File: src/rtl/dco_counter.sv
// dco_counter: digitally controlled oscillator built from a reloadable half-period down-counter.
// Optional macro DCO_SAT_FLAG_EN adds sat_o, flagging reloads whose target was clamped.
module dco_counter #(
    parameter int                   DCO_CC_WIDTH = 5,
    parameter int                   CNT_WIDTH    = 8,
    parameter logic [CNT_WIDTH-1:0] NOMINAL_HALF = 8'd16,
    parameter logic [CNT_WIDTH-1:0] MIN_HALF     = 8'd4
) (
    input  logic                           gen_clk_i,
    input  logic                           reset_i,
    input  logic                           enable_i,
    input  logic signed [DCO_CC_WIDTH-1:0] dco_cc_i,
    output logic                           dco_clk_o,
    output logic                           dco_edge_o,
`ifdef DCO_SAT_FLAG_EN
    output logic                           sat_o,
`endif
    output logic [CNT_WIDTH-1:0]           half_period_o
);
    localparam int TW = CNT_WIDTH + 2;

    logic signed [TW-1:0]  raw;
    logic                  lo, hi, reload;
    logic [CNT_WIDTH-1:0]  target;
    logic [CNT_WIDTH-1:0]  cnt_q, cnt_d, half_q, half_d;
    logic                  clk_q, clk_d, edge_q, edge_d;

    // Clamped target half-period from the current control code; positive code shortens the period
    always_comb begin
        raw    = $signed({2'b00, NOMINAL_HALF}) - $signed({{(TW-DCO_CC_WIDTH){dco_cc_i[DCO_CC_WIDTH-1]}}, dco_cc_i});
        lo     = raw < $signed({2'b00, MIN_HALF});
        hi     = raw > $signed({2'b00, {CNT_WIDTH{1'b1}}});
        target = lo ? MIN_HALF : hi ? {CNT_WIDTH{1'b1}} : raw[CNT_WIDTH-1:0];
        reload = enable_i && (cnt_q == '0);
    end

    // Next state: count down while enabled, toggle and reload at each half-period boundary
    always_comb begin
        cnt_d  = !enable_i ? cnt_q : reload ? target - CNT_WIDTH'(1) : cnt_q - CNT_WIDTH'(1);
        half_d = reload ? target : half_q;
        clk_d  = reload ? ~clk_q : clk_q;
        edge_d = reload && !clk_q;
    end

    // State registers; reset wins over enable and over a pending reload
    always_ff @(posedge gen_clk_i) begin
        if (reset_i) begin
            cnt_q  <= NOMINAL_HALF - CNT_WIDTH'(1);
            half_q <= NOMINAL_HALF;
            clk_q  <= 1'b0;
            edge_q <= 1'b0;
        end else begin
            cnt_q  <= cnt_d;
            half_q <= half_d;
            clk_q  <= clk_d;
            edge_q <= edge_d;
        end
    end

`ifdef DCO_SAT_FLAG_EN
    logic sat_q, sat_d;

    // Saturation flag captured only at reloads
    always_comb begin
        sat_d = reload ? (lo || hi) : sat_q;
    end

    // Saturation flag register
    always_ff @(posedge gen_clk_i) begin
        if (reset_i) sat_q <= 1'b0;
        else         sat_q <= sat_d;
    end

    assign sat_o = sat_q;
`endif

    assign dco_clk_o     = clk_q;
    assign dco_edge_o    = edge_q;
    assign half_period_o = half_q;
endmodule

File: config.mk
export PLATFORM = sky130hd
export DESIGN_NAME = dco_counter
export DESIGN_NICKNAME = d
export VERILOG_FILES = /design/src/rtl/dco_counter.sv
export SDC_FILE = /design/constraint.sdc
export NUM_CORES = 1
export LEC_CHECK = 0
export ABC_AREA = 1
export CAP_MARGIN = 25
export CORE_UTILIZATION = 54
export DETAILED_ROUTE_END_ITERATION = 6
export PLACE_DENSITY_LB_ADDON = 0.12
export SYNTH_ARGS = -nofsm -noshare
export SYNTH_HDL_FRONTEND = slang
export SYNTH_SLANG_ARGS = --single-unit
File: constraint.sdc
create_clock -name gen_clk_i -period 4.3 [get_ports gen_clk_i]
set_input_delay 0.43 -clock gen_clk_i [delete_from_list [all_inputs] [get_ports gen_clk_i]]
set_output_delay 0.43 -clock gen_clk_i [all_outputs]
set_load 0.05 [all_outputs]
==> run summary, run 1 <==
async set or reset register ratio after synthesis = 0%
outcome = finished with violations
GRT Total Usage = 22.1%
Max Clock Skew = 8.53 ps
hold path startpoint = cnt_q[7]
syn avg cell area = 6.57 sq um
kind of critical path = primary input to register
fin crit period = 2370 ps
Comb pwr share = 16.1%
CTS buffer count = 3
Req. time, crit path = 4470 ps
Clk pwr share = 33.1%
Synth top area share = 34.3%
maximum number of pins on one net before global-route repair = 12
CP Launch Type = primary input
Clock Path Buffers = 2
max-cap violations = 0
Resized cells post-CTS = 0
row count = 14
DR WL/cell = 11.1 um
flop2flop setup slack = 2340 ps
Synth top cells by count = nand2_1 (33), inv_1 (21), nor2_1 (17)
CP cell instances = clkdlybuf4s50_1 -> inv_2 -> nor2_2 -> nand3_2 -> nor2_4 -> inv_2 -> nor2_1 -> nand2_1 -> nand2_2 -> inv_1 -> ha_1 -> inv_1 -> nor2_1 -> o21ai_0 -> nand3_1
fin crit share = 55.1%
final wirelength = 1920 um
final setup fails = 0
nets@finish = 169
Syn-to-layout area delta = 18.4%
Crit-path slowest cell = clkdlybuf4s50_1
Root Buffer = clkbuf_4
CP endpoint kind = register
drt pass-1 iters = 7
starting density of the core = 59.9%
Post-synth EDFFs = 0
P_sw = 0.0835 mW
relative slew slack = 66.7%
number of port buffers = 15
number of diodes = 0
Main synth FF type = dfxtp_1
Die W = 43.6 um
peak supply drop = 237 uV
cells after synthesis = 142
number of global-route vias before repair = 779
Post-CTS Hold Fix Bufs = 0
CTS Sinks = 16
first-pass GRT wire length = 3130 um
total power = 0.304 mW
Power Dens Cells = 275 mW/mm^2
global placement routability congestion = 0.964
Slew Limit Fails = 0
Worst Path Arrival = 2540 ps
Fin. Hold Viols = 0
Worst R2R End = cnt_q[2]
initial antenna violation count = 0
WHS Path Cells = 2
violated checks = DRC
Synth Cell Area = 933 sq um
FF+latch count, synth = 16
RSZ-0062 raised after global routing = no
sequential element share of the synthesized area = 34.3%
die area = 0.00190 sq mm
Sw Share = 27.5%
Final TNS setup = 0 ps
CTS tree = done
Max Fclk = 422 MHz
R2R depth = 13
DR vias/cell = 5.33
end of the worst hold path = cnt_q[7]
CP peak stage delay = 570 ps
Ys Warns = 0
post-CTS setup buffer count = 0
largest cells by area after synthesis = dfxtp_1 (34%), nand2_1 (13%), inv_1 (8.4%)
Int Power = 0.221 mW
layout cell share with drive strength beyond 1 = 10.1%
hold crit path type = register to register
most frequent cell after synthesis = nand2_1
Setup crit start = enable_i
clk_lat worst skew = 290 ps
vias = 927
synth unique cells = 21
Reg power frac = 50.8%
Least-Margin Pin Slew = 497 ps
CP delay by family, top = buffers and inverters
worst flop-to-flop path startpoint = cnt_q[0]
largest area contributor in the netlist = dfxtp_1
die height = 43.6 um
post-route ant nets = 0
WP buf/inv = 5
Leakage = 0.524 nW
clock transition at the registers of the reported paths = 90 ps
Post-route DRC = 2
DPL Wire Length = 1550 um
grt total ovfl = 0
hold_ws = 464 ps
CP max FO = 11
drt initial violations = 34
CORE AREA = 0.00156 sq mm
I/O pin count = 18
H-tree depth = 1
==> metal layers <==
metal | part of all wire, % | track usage (%)
met1 | 42 | 25.8
met2 | 50 | 37.6
met3 | 6.4 | 4.58
met4 | 2.1 | 11.9
met5 | 0 | 0
==> final cells by class <==
class                      count  area, sq um
multi-input combinational    100          492
fill                         143          454
sequential                    16          320
timing repair buffer          15          150
inverter                      23         86.3
clock buffer                   4         36.3
tap                           16         20.0
==> cell families (layout without fill, tap and decap cells) <==
family	count (synthesis)	in the layout	share of synthesized area (%)
compound gates	18	18	9.65
xor+xnor	1	1	0.939
buf+inv	27	42	13.4
simple gates	77	77	38.6
fa+ha+maj	2	2	2.68
flops	16	16	34.3
other cells	1	2	0.402
==> cell usage in the layout (no fill, tap or decap), types with 3 or more instances in the layout <==
cell	count
dfxtp_1	16
clkdlybuf4s50_1	15
nand3_1	15
clkbuf_4	3
inv_1	21
a21oi_1	14
nand2_1	33
o21ai_0	4
nor2_1	17
==> power by group through the flow <==
stage / clock network [mW] / registers (mW) / logic [mW]
after floorplan: 0 / 0.157 / 0.0357
after global placement: 0 / 0.158 / 0.0475
after detailed placement: 0 / 0.158 / 0.0486
after CTS: 0.103 / 0.154 / 0.0486
after global routing: 0.109 / 0.155 / 0.0547
final: 0.101 / 0.155 / 0.0489
==> sequential cells by signal (all words and copies together) (netlist names) <==
register,count
cnt_q,8
dco_clk_o,1
dco_edge_o,1
half_period_o,6
==> worst max-delay path by stage <==
stage,cells past startpoint,slack (ps),to
5_1_grt,15,1670,cnt_q[2]
2_1_floorplan,15,2390,cnt_q[6]
3_3_place_gp,15,1760,cnt_q[2]
4_1_cts,15,1960,cnt_q[2]
3_5_place_dp,15,1660,cnt_q[2]
6_report,15,1930,cnt_q[2]
==> worst min-delay path, cell delays in order (launching register included) <==
cell and delay, ps:
dfxtp_1 320, nand3_1 70, inv_1 30
==> through the flow <==
step / area (sq um) / cells / util [%] / setup slack [ps]
6_report: 1100 / 174 / 70.9 / 1930
5_1_grt: 1100 / 174 / 70.9 / 1670
3_3_place_gp: 1070 / 170 / 68.5 / 1760
4_1_cts: 1100 / 174 / 70.9 / 1960
3_5_place_dp: 1070 / 170 / 68.5 / 1660
2_1_floorplan: 937 / 143 / - / 2390
(Power assumes the default switching activity.)
==> inputs of run 2 (changes only) <==
--- a/config.mk
+++ b/config.mk
@@ -7,7 +7,7 @@
 export LEC_CHECK = 0
 export ABC_AREA = 1
 export CAP_MARGIN = 25
-export CORE_UTILIZATION = 54
+export CORE_UTILIZATION = 45
 export DETAILED_ROUTE_END_ITERATION = 6
 export PLACE_DENSITY_LB_ADDON = 0.12
 export SYNTH_ARGS = -nofsm -noshare
==> constraint.sdc (replaced) <==
create_clock -name gen_clk_i -period 1.9 [get_ports gen_clk_i]
set_input_delay 0.19 -clock gen_clk_i [delete_from_list [all_inputs] [get_ports gen_clk_i]]
set_output_delay 0.19 -clock gen_clk_i [all_outputs]
set_load 0.05 [all_outputs]
==> run 2 against run 1 <==
Against the previous run: the run now ends clean; setup slack got worse by 1800 ps; register-to-register slack got worse by 2200 ps; utilization decreased by 1.5 points.
==> run summary, run 2 (same netlist as run 1, synthesis figures left out) <==
clk_lat worst skew = 300 ps
DPL Wire Length = 1770 um
CP Launch Type = primary input
Die W = 47.5 um
CP peak stage delay = 470 ps
hold path startpoint = half_period_o[2]
Req. time, crit path = 2110 ps
die area = 0.00226 sq mm
worst flop-to-flop path startpoint = cnt_q[2]
Worst Path Arrival = 2010 ps
WP buf/inv = 5
relative slew slack = 66.4%
Largest register FFs = 8
H-tree depth = 1
fin crit period = 1800 ps
Post-Place Cells = 204
grt total ovfl = 0
CP max FO = 3
Fin. Hold Viols = 0
DR vias/cell = 4.92
commonest non-fill, non-tap cell in the layout = nand2_1
GRT Total Usage = 23.3%
Post-route DRC = 0
final wirelength = 2430 um
Syn-to-layout area delta = 45.8%
maximum number of pins on one net before global-route repair = 10
row count = 16
Final TNS setup = 0 ps
largest reg by FF count = cnt_q
number of diodes = 0
CP cell instances = clkdlybuf4s50_1 -> inv_2 -> ha_4 -> xor2_2 -> buf_4 -> buf_4 -> nand2_1 -> a21oi_1 -> buf_4 -> nand3_1 -> nand3_1 -> nand2_1
first-pass GRT wire length = 3550 um
WHS Path Cells = 2
die height = 47.5 um
CTS tree = done
Most common cell on crit path = buf_4
flop2flop setup slack = 170 ps
peak supply drop = 479 uV
Layout fillers = 192
layout cell share with drive strength beyond 1 = 29.5%
total power = 0.750 mW
hold_ws = 471 ps
kind of critical path = primary input to register
vias = 1,034
CP endpoint kind = register
CTS Sinks = 16
Post-CTS Hold Fix Bufs = 0
clock transition at the registers of the reported paths = 110 ps
Crit-path slowest cell = clkdlybuf4s50_1
drt pass-1 iters = 4
CP delay by family, top = buffers and inverters
Leakage = 0.648 nW
outcome = completed
Max Fclk = 555 MHz
Root Buffer = clkbuf_4
Clock Path Buffers = 2
number of global-route vias before repair = 895
global placement routability congestion = 0.899
area of the multi-input gates = 544 sq um
CORE AREA = 0.00196 sq mm
nets@finish = 194
final setup fails = 0
starting density of the core = 47.6%
Finished Layout Cells = 210
commonest cells after routing, fill and taps aside = nand2_1 (30), buf_4 (25), inv_1 (18)
initial antenna violation count = 0
Worst R2R End = cnt_q[7]
post-route ant nets = 0
max-cap violations = 0
Max Clock Skew = 2.90 ps
R2R depth = 12
fin crit share = 94.8%
end of the worst hold path = half_period_o[2]
Power Dens Cells = 551 mW/mm^2
drt initial violations = 25
Least-Margin Pin Slew = 503 ps
I/O pin count = 18
DR WL/cell = 11.6 um
hold crit path type = register to register
number of port buffers = 15
Sequential Area = 320 sq um
CTS buffer count = 3
Slew Limit Fails = 0
[run 2: area by class of cell]
class / count / area share, %
well taps: 27 / 2.48
clock buffers: 4 / 2.67
repair buffers: 40 / 25.0
multi-input cells: 100 / 40.0
flip-flops and latches: 16 / 23.5
inverters: 23 / 6.34
[run 2: what timing repair did]
action	CTS	global route
setup endpoints to repair	1	6
cloned	0	0
resized for setup	1	17
pin swaps	1	5
setup buffers	1	1
[run 2: power by group]
group          total (mW)  internal (mW)  switching, mW
combinational       0.158         0.0702         0.0874
sequential          0.349          0.343        0.00612
clock               0.243          0.117          0.126
[run 2: worst reg2reg max path, stage by stage (launching register included)]
cell	delay (ps)
dfxtp_1	410
nor2_1	70
nand3_2	100
nor2_4	40
buf_4	150
nand2_1	90
nand2_1	70
inv_1	100
nand3_1	130
nor2_1	240
nand4_1	120
nand3_1	80
inv_1	40
[run 2: routing by layer]
layer / share of wire, % / vias to the layer above / track usage [%]
li1: - / 522 / -
met1: 43 / 470 / 25.8
met2: 50 / 33 / 39.7
met3: 4.0 / 9 / 5.28
met4: 3.6 / 0 / 15.6
met5: 0 / - / 0
[run 2: how the worst max path moves through the flow]
| stage | cells past startpoint | from | to | slack, ps |
|---|---|---|---|---|
| final | 12 | dco_cc_i[0] | cnt_q[3] | 100 |
| after global routing | 17 | dco_cc_i[0] | cnt_q[4] | -7 |
| after CTS | 16 | dco_cc_i[0] | cnt_q[4] | 30 |
| after detailed placement | 16 | dco_cc_i[0] | cnt_q[6] | -330 |
| after global placement | 16 | dco_cc_i[0] | cnt_q[6] | -260 |
| after floorplan | 14 | cnt_q[1] | cnt_q[2] | 180 |
[run 2: stage by stage]
stage | setup WS (ps) | util, % | area [sq um]
after floorplan | 177 | - | 937
after global placement | -264 | 64.0 | 1250
after detailed placement | -326 | 64.0 | 1250
after CTS | 28.6 | 66.3 | 1300
after global routing | -7.20 | 69.4 | 1360
final | 98.5 | 69.4 | 1360
==> RTL edit 1 (flow settings as in run 2) <==
Register the inputs `enable_i` and `dco_cc_i` before use, with the module's reset. The logic sees them one clock later.
--- a/src/rtl/dco_counter.sv
+++ b/src/rtl/dco_counter.sv
@@ -19,6 +19,19 @@
 );
     localparam int TW = CNT_WIDTH + 2;
 
+    logic enable_q;
+    logic signed [DCO_CC_WIDTH-1:0] dco_cc_q;
+
+    always_ff @(posedge gen_clk_i) begin
+        if (reset_i) begin
+            enable_q <= '0;
+            dco_cc_q <= '0;
+        end else begin
+            enable_q <= enable_i;
+            dco_cc_q <= dco_cc_i;
+        end
+    end
+
     logic signed [TW-1:0]  raw;
     logic                  lo, hi, reload;
     logic [CNT_WIDTH-1:0]  target;
@@ -27,16 +40,16 @@
 
     // Clamped target half-period from the current control code; positive code shortens the period
     always_comb begin
-        raw    = $signed({2'b00, NOMINAL_HALF}) - $signed({{(TW-DCO_CC_WIDTH){dco_cc_i[DCO_CC_WIDTH-1]}}, dco_cc_i});
+        raw    = $signed({2'b00, NOMINAL_HALF}) - $signed({{(TW-DCO_CC_WIDTH){dco_cc_q[DCO_CC_WIDTH-1]}}, dco_cc_q});
         lo     = raw < $signed({2'b00, MIN_HALF});
         hi     = raw > $signed({2'b00, {CNT_WIDTH{1'b1}}});
         target = lo ? MIN_HALF : hi ? {CNT_WIDTH{1'b1}} : raw[CNT_WIDTH-1:0];
-        reload = enable_i && (cnt_q == '0);
+        reload = enable_q && (cnt_q == '0);
     end
 
     // Next state: count down while enabled, toggle and reload at each half-period boundary
     always_comb begin
-        cnt_d  = !enable_i ? cnt_q : reload ? target - CNT_WIDTH'(1) : cnt_q - CNT_WIDTH'(1);
+        cnt_d  = !enable_q ? cnt_q : reload ? target - CNT_WIDTH'(1) : cnt_q - CNT_WIDTH'(1);
         half_d = reload ? target : half_q;
         clk_d  = reload ? ~clk_q : clk_q;
         edge_d = reload && !clk_q;
Function: same outputs for any inputs over 10 cycles, from zero or initial values and one cycle with reset_i high; that may be too few to reach the edited logic, so the function may still have changed.
==> RTL edit 1 against run 2 <==
- the flow now finishes with violations (setup timing)
- final area rose by 12%
- maximum frequency down 6.6%
- routed wire length decreased by 0.49%
- critical path depth grew 2
- non-clock buffer count fell by 13
- sequential cell count up 6
- worst setup slack lost 0.13 ns
- area after synthesis rose by 22%
- clock skew increased by 0.0055 ns
- power rose by 36%
- critical path type is now reg2reg
- critical endpoint is now cnt_q[6]$_SDFFE_PP0P_
- largest cell class unchanged
==> RTL edit 1: results (changes against run 2) <==
| Metric | Value |
|---|---|
| Failing checks | `setup timing` |
| DR vias | `1059 (+2.4%)` |
| Setup-violating endpoint count in the final report | `1 (+1)` |
| Rel. slew slack | `66.9% (+0.48 points)` |
| Initial DRC count | `32 (+28%)` |
| Filler Cell Count | `191 (-0.52%)` |
| Setup tns final | `-0.0287 ns (-0.0287 ns)` |
| CP max stage cell | `dfxtp_2` |
| R2r startpoint | `dco_cc_q[1]$_SDFF_PP0_` |
| Routed Wire Length | `2420 um (-0.49%)` |
| First-pass GRT wire length | `3950 um (+11%)` |
| Status | `complete, but fails checks` |
| Post-detail-place hpwl | `1730 um (-2.5%)` |
| Vias in the first global route | `955 (+6.7%)` |
| Routed wl met2 | `1170 um (-2.8%)` |
| Area Growth Syn to Fin | `34.1%` |
| Nets | `198 (+2.1%)` |
| Largest net degree at the start of global routing | `14 (+4)` |
| Crit path max-delay family | `simple AND/OR/NAND/NOR gates` |
| Layout Skew | `0.00839 ns (+0.00549 ns)` |
| Setup slack after layout | `-0.0287 ns (-0.127 ns)` |
| M1 WL | `1100 um (+5.6%)` |
| Share of cells above drive strength 1 | `28.9% (-0.63 points)` |
| Tot GR Track Use | `20.1% (-3.2 points)` |
| Area contributors post-synth | `dfxtp_1 (39%), nand2_1 (10%), inv_1 (6.9%)` |
| LEAKAGE | `0.715 nW (+10%)` |
| CP Max Fanout | `4 (+1)` |
RTL edit 1: repair_timing:
| action | in CTS | in global routing |
|---|---|---|
| buffers inserted | 0 | 4 |
| resized for setup | 3 | 19 |
| pin swaps | 2 | 8 |
| setup endpoints to repair | 1 | 5 |
RTL edit 1: cell families (layout without fill, tap and decap cells):
logic type	after synthesis	in the layout	synth area share [%]
simple gates	84	84	37.0
buf+inv	32	58	12.0
flops	22	22	38.6
compound gates	17	17	8.34
fa+ha+maj	2	2	2.20
xor+xnor	2	2	1.54
other cells	1	2	0.329
RTL edit 1: metal layers:
layer	vias to the layer above	global-route usage, %
met5	-	0
met2	32	35.2
met4	0	6.14
met3	4	6.67
li1	551	-
met1	472	22.7
RTL edit 1: worst paths after layout:
path / to / slack [ns] / cells past startpoint
max: cnt_q[6]$_SDFFE_PP0P_ / -0.03 / 14
min: dco_cc_q[0]$_SDFF_PP0_ / 0.37 / 3
min reg2reg: half_period_o[5]$_SDFFE_PP0P_ / 0.47 / 2
max reg2reg: cnt_q[6]$_SDFFE_PP0P_ / -0.03 / 14
RTL edit 1: layout make-up:
class	instances	share of cell area [%]
multi-input cells	107	42.1
flip-flops and latches	22	29.1
repair buffers	27	16.0
inverters	27	7.12
well taps	28	2.29
clock inverters	1	1.96
clock buffers	3	1.47
RTL edit 1: where the power goes:
group	internal (W)	total, W	switching, W
combinational	0.0000773	0.000177	0.000100
sequential	0.000476	0.000488	0.0000118
clock	0.000213	0.000354	0.000140
RTL edit 1: tightest hold or removal path, delay by kind of cell:
kind	cells	cell delay [ns]
buffers and inverters	2	0.45
AND/OR/NAND/NOR	1	0.03
==> RTL edit 2 (flow settings as in run 2) <==
Made on the original files. Change the parameter `DCO_CC_WIDTH` from 5 to 10.
--- a/src/rtl/dco_counter.sv
+++ b/src/rtl/dco_counter.sv
@@ -1,7 +1,7 @@
 // dco_counter: digitally controlled oscillator built from a reloadable half-period down-counter.
 // Optional macro DCO_SAT_FLAG_EN adds sat_o, flagging reloads whose target was clamped.
 module dco_counter #(
-    parameter int                   DCO_CC_WIDTH = 5,
+    parameter int                   DCO_CC_WIDTH = 10,
     parameter int                   CNT_WIDTH    = 8,
     parameter logic [CNT_WIDTH-1:0] NOMINAL_HALF = 8'd16,
     parameter logic [CNT_WIDTH-1:0] MIN_HALF     = 8'd4
Interface: changed (resized dco_cc_i); port bits go from 18 to 23. No check against the original RTL was run, so the function may have changed too.
==> RTL edit 2 against run 2 <==
- the run now ends with setup timing left
- highest routed layer unchanged
- routed wire length up 92%
- area after synthesis rose by 40%
- global-route usage grew 2.5 points
- critical path depth rose by 2
- power is 28% higher
- sequential cell count increased by 2
- worst setup slack worse by 0.12 ns
- count of clock-buffer cells in the layout stayed put
- combinational power increased by 96%
- final area up 59%
- core utilization up 9.3 points
- critical endpoint is now cnt_q[6]$_SDFFE_PP0P_
==> RTL edit 2: results (changes against run 2) <==
| Metric | Value |
|---|---|
| Status | `complete, but fails checks` |
| Failing checks | `setup timing` |
| 1st-pass router iterations | `5 (+1)` |
| Vias in the first global route | `1489 (+66%)` |
| Filler Cell Count | `197 (+2.6%)` |
| Area after DPL | `1800 sq um (+43%)` |
| Hold_sp | `half_period_o[7]$_SDFFE_PP0P_` |
| Worst R2R Path Depth | `14 (+2)` |
| DR vias | `1662 (+61%)` |
| Design Power | `0.000962 W (+28%)` |
| Setup slack after layout | `-0.0191 ns (-0.118 ns)` |
| Post-CTS Resized | `27 (+26)` |
| Sw frac | `33.7% (+4.5 points)` |
| Avg Cell Area, Syn | `6.49 sq um (-1.2%)` |
| GRT met1 Usage | `32.6% (+6.8 points)` |
| Share of cells above drive strength 1 | `49.6% (+20 points)` |
| Worst Setup EP | `cnt_q[6]$_SDFFE_PP0P_` |
| CP startpoint | `cnt_q[3]$_SDFFE_PP1P_` |
| Setup tns final | `-0.0191 ns (-0.0191 ns)` |
| Pre-CTS WS | `-0.784 ns (-0.459 ns)` |
| Flop pwr share | `41.4% (-5.2 points)` |
| Area Growth Syn to Fin | `66.3%` |
| Logic gate share of total power | `32.3% (+11 points)` |
| Setup-violating endpoint count in the final report | `1 (+1)` |
| Worst EP arrival | `2.13 ns (+0.12 ns)` |
| Tot GR Track Use | `25.8% (+2.5 points)` |
| Port Buffers | `22 (+7)` |
| Area contributors post-synth | `dfxtp_1 (28%), nand2_1 (14%), inv_1 (6.9%)` |
-- RTL edit 2: changes by cell type after synthesis, moves of 3 or more --
cell,change
o21ai_0,+3
inv_1,+3
nand2_1,+16
nand2_2,+6
inv_2,+3
nand4_1,+6
nor2_2,+8
-- RTL edit 2: final cells by class --
| class | count | area share, % |
|---|---|---|
| Tap cell | 31 | 1.79 |
| Clock buffer | 4 | 1.67 |
| Multi-Input combinational cell | 150 | 46.8 |
| Timing Repair Buffer | 73 | 27.3 |
| Sequential cell | 18 | 16.8 |
| Inverter | 31 | 5.65 |
-- RTL edit 2: worst max-delay path, cell delays in order (launching register included) --
cell and delay [ns]:
dfxtp_1 0.34, inv_2 0.12, nand3_1 0.13, nor3_2 0.22, buf_4 0.16, nand3_4 0.10
nor2_4 0.13, nor2_4 0.06, ha_4 0.16, inv_2 0.07, nor2_4 0.05, nand3_1 0.08
nand2_1 0.06, nor2_1 0.10, nor2_1 0.05
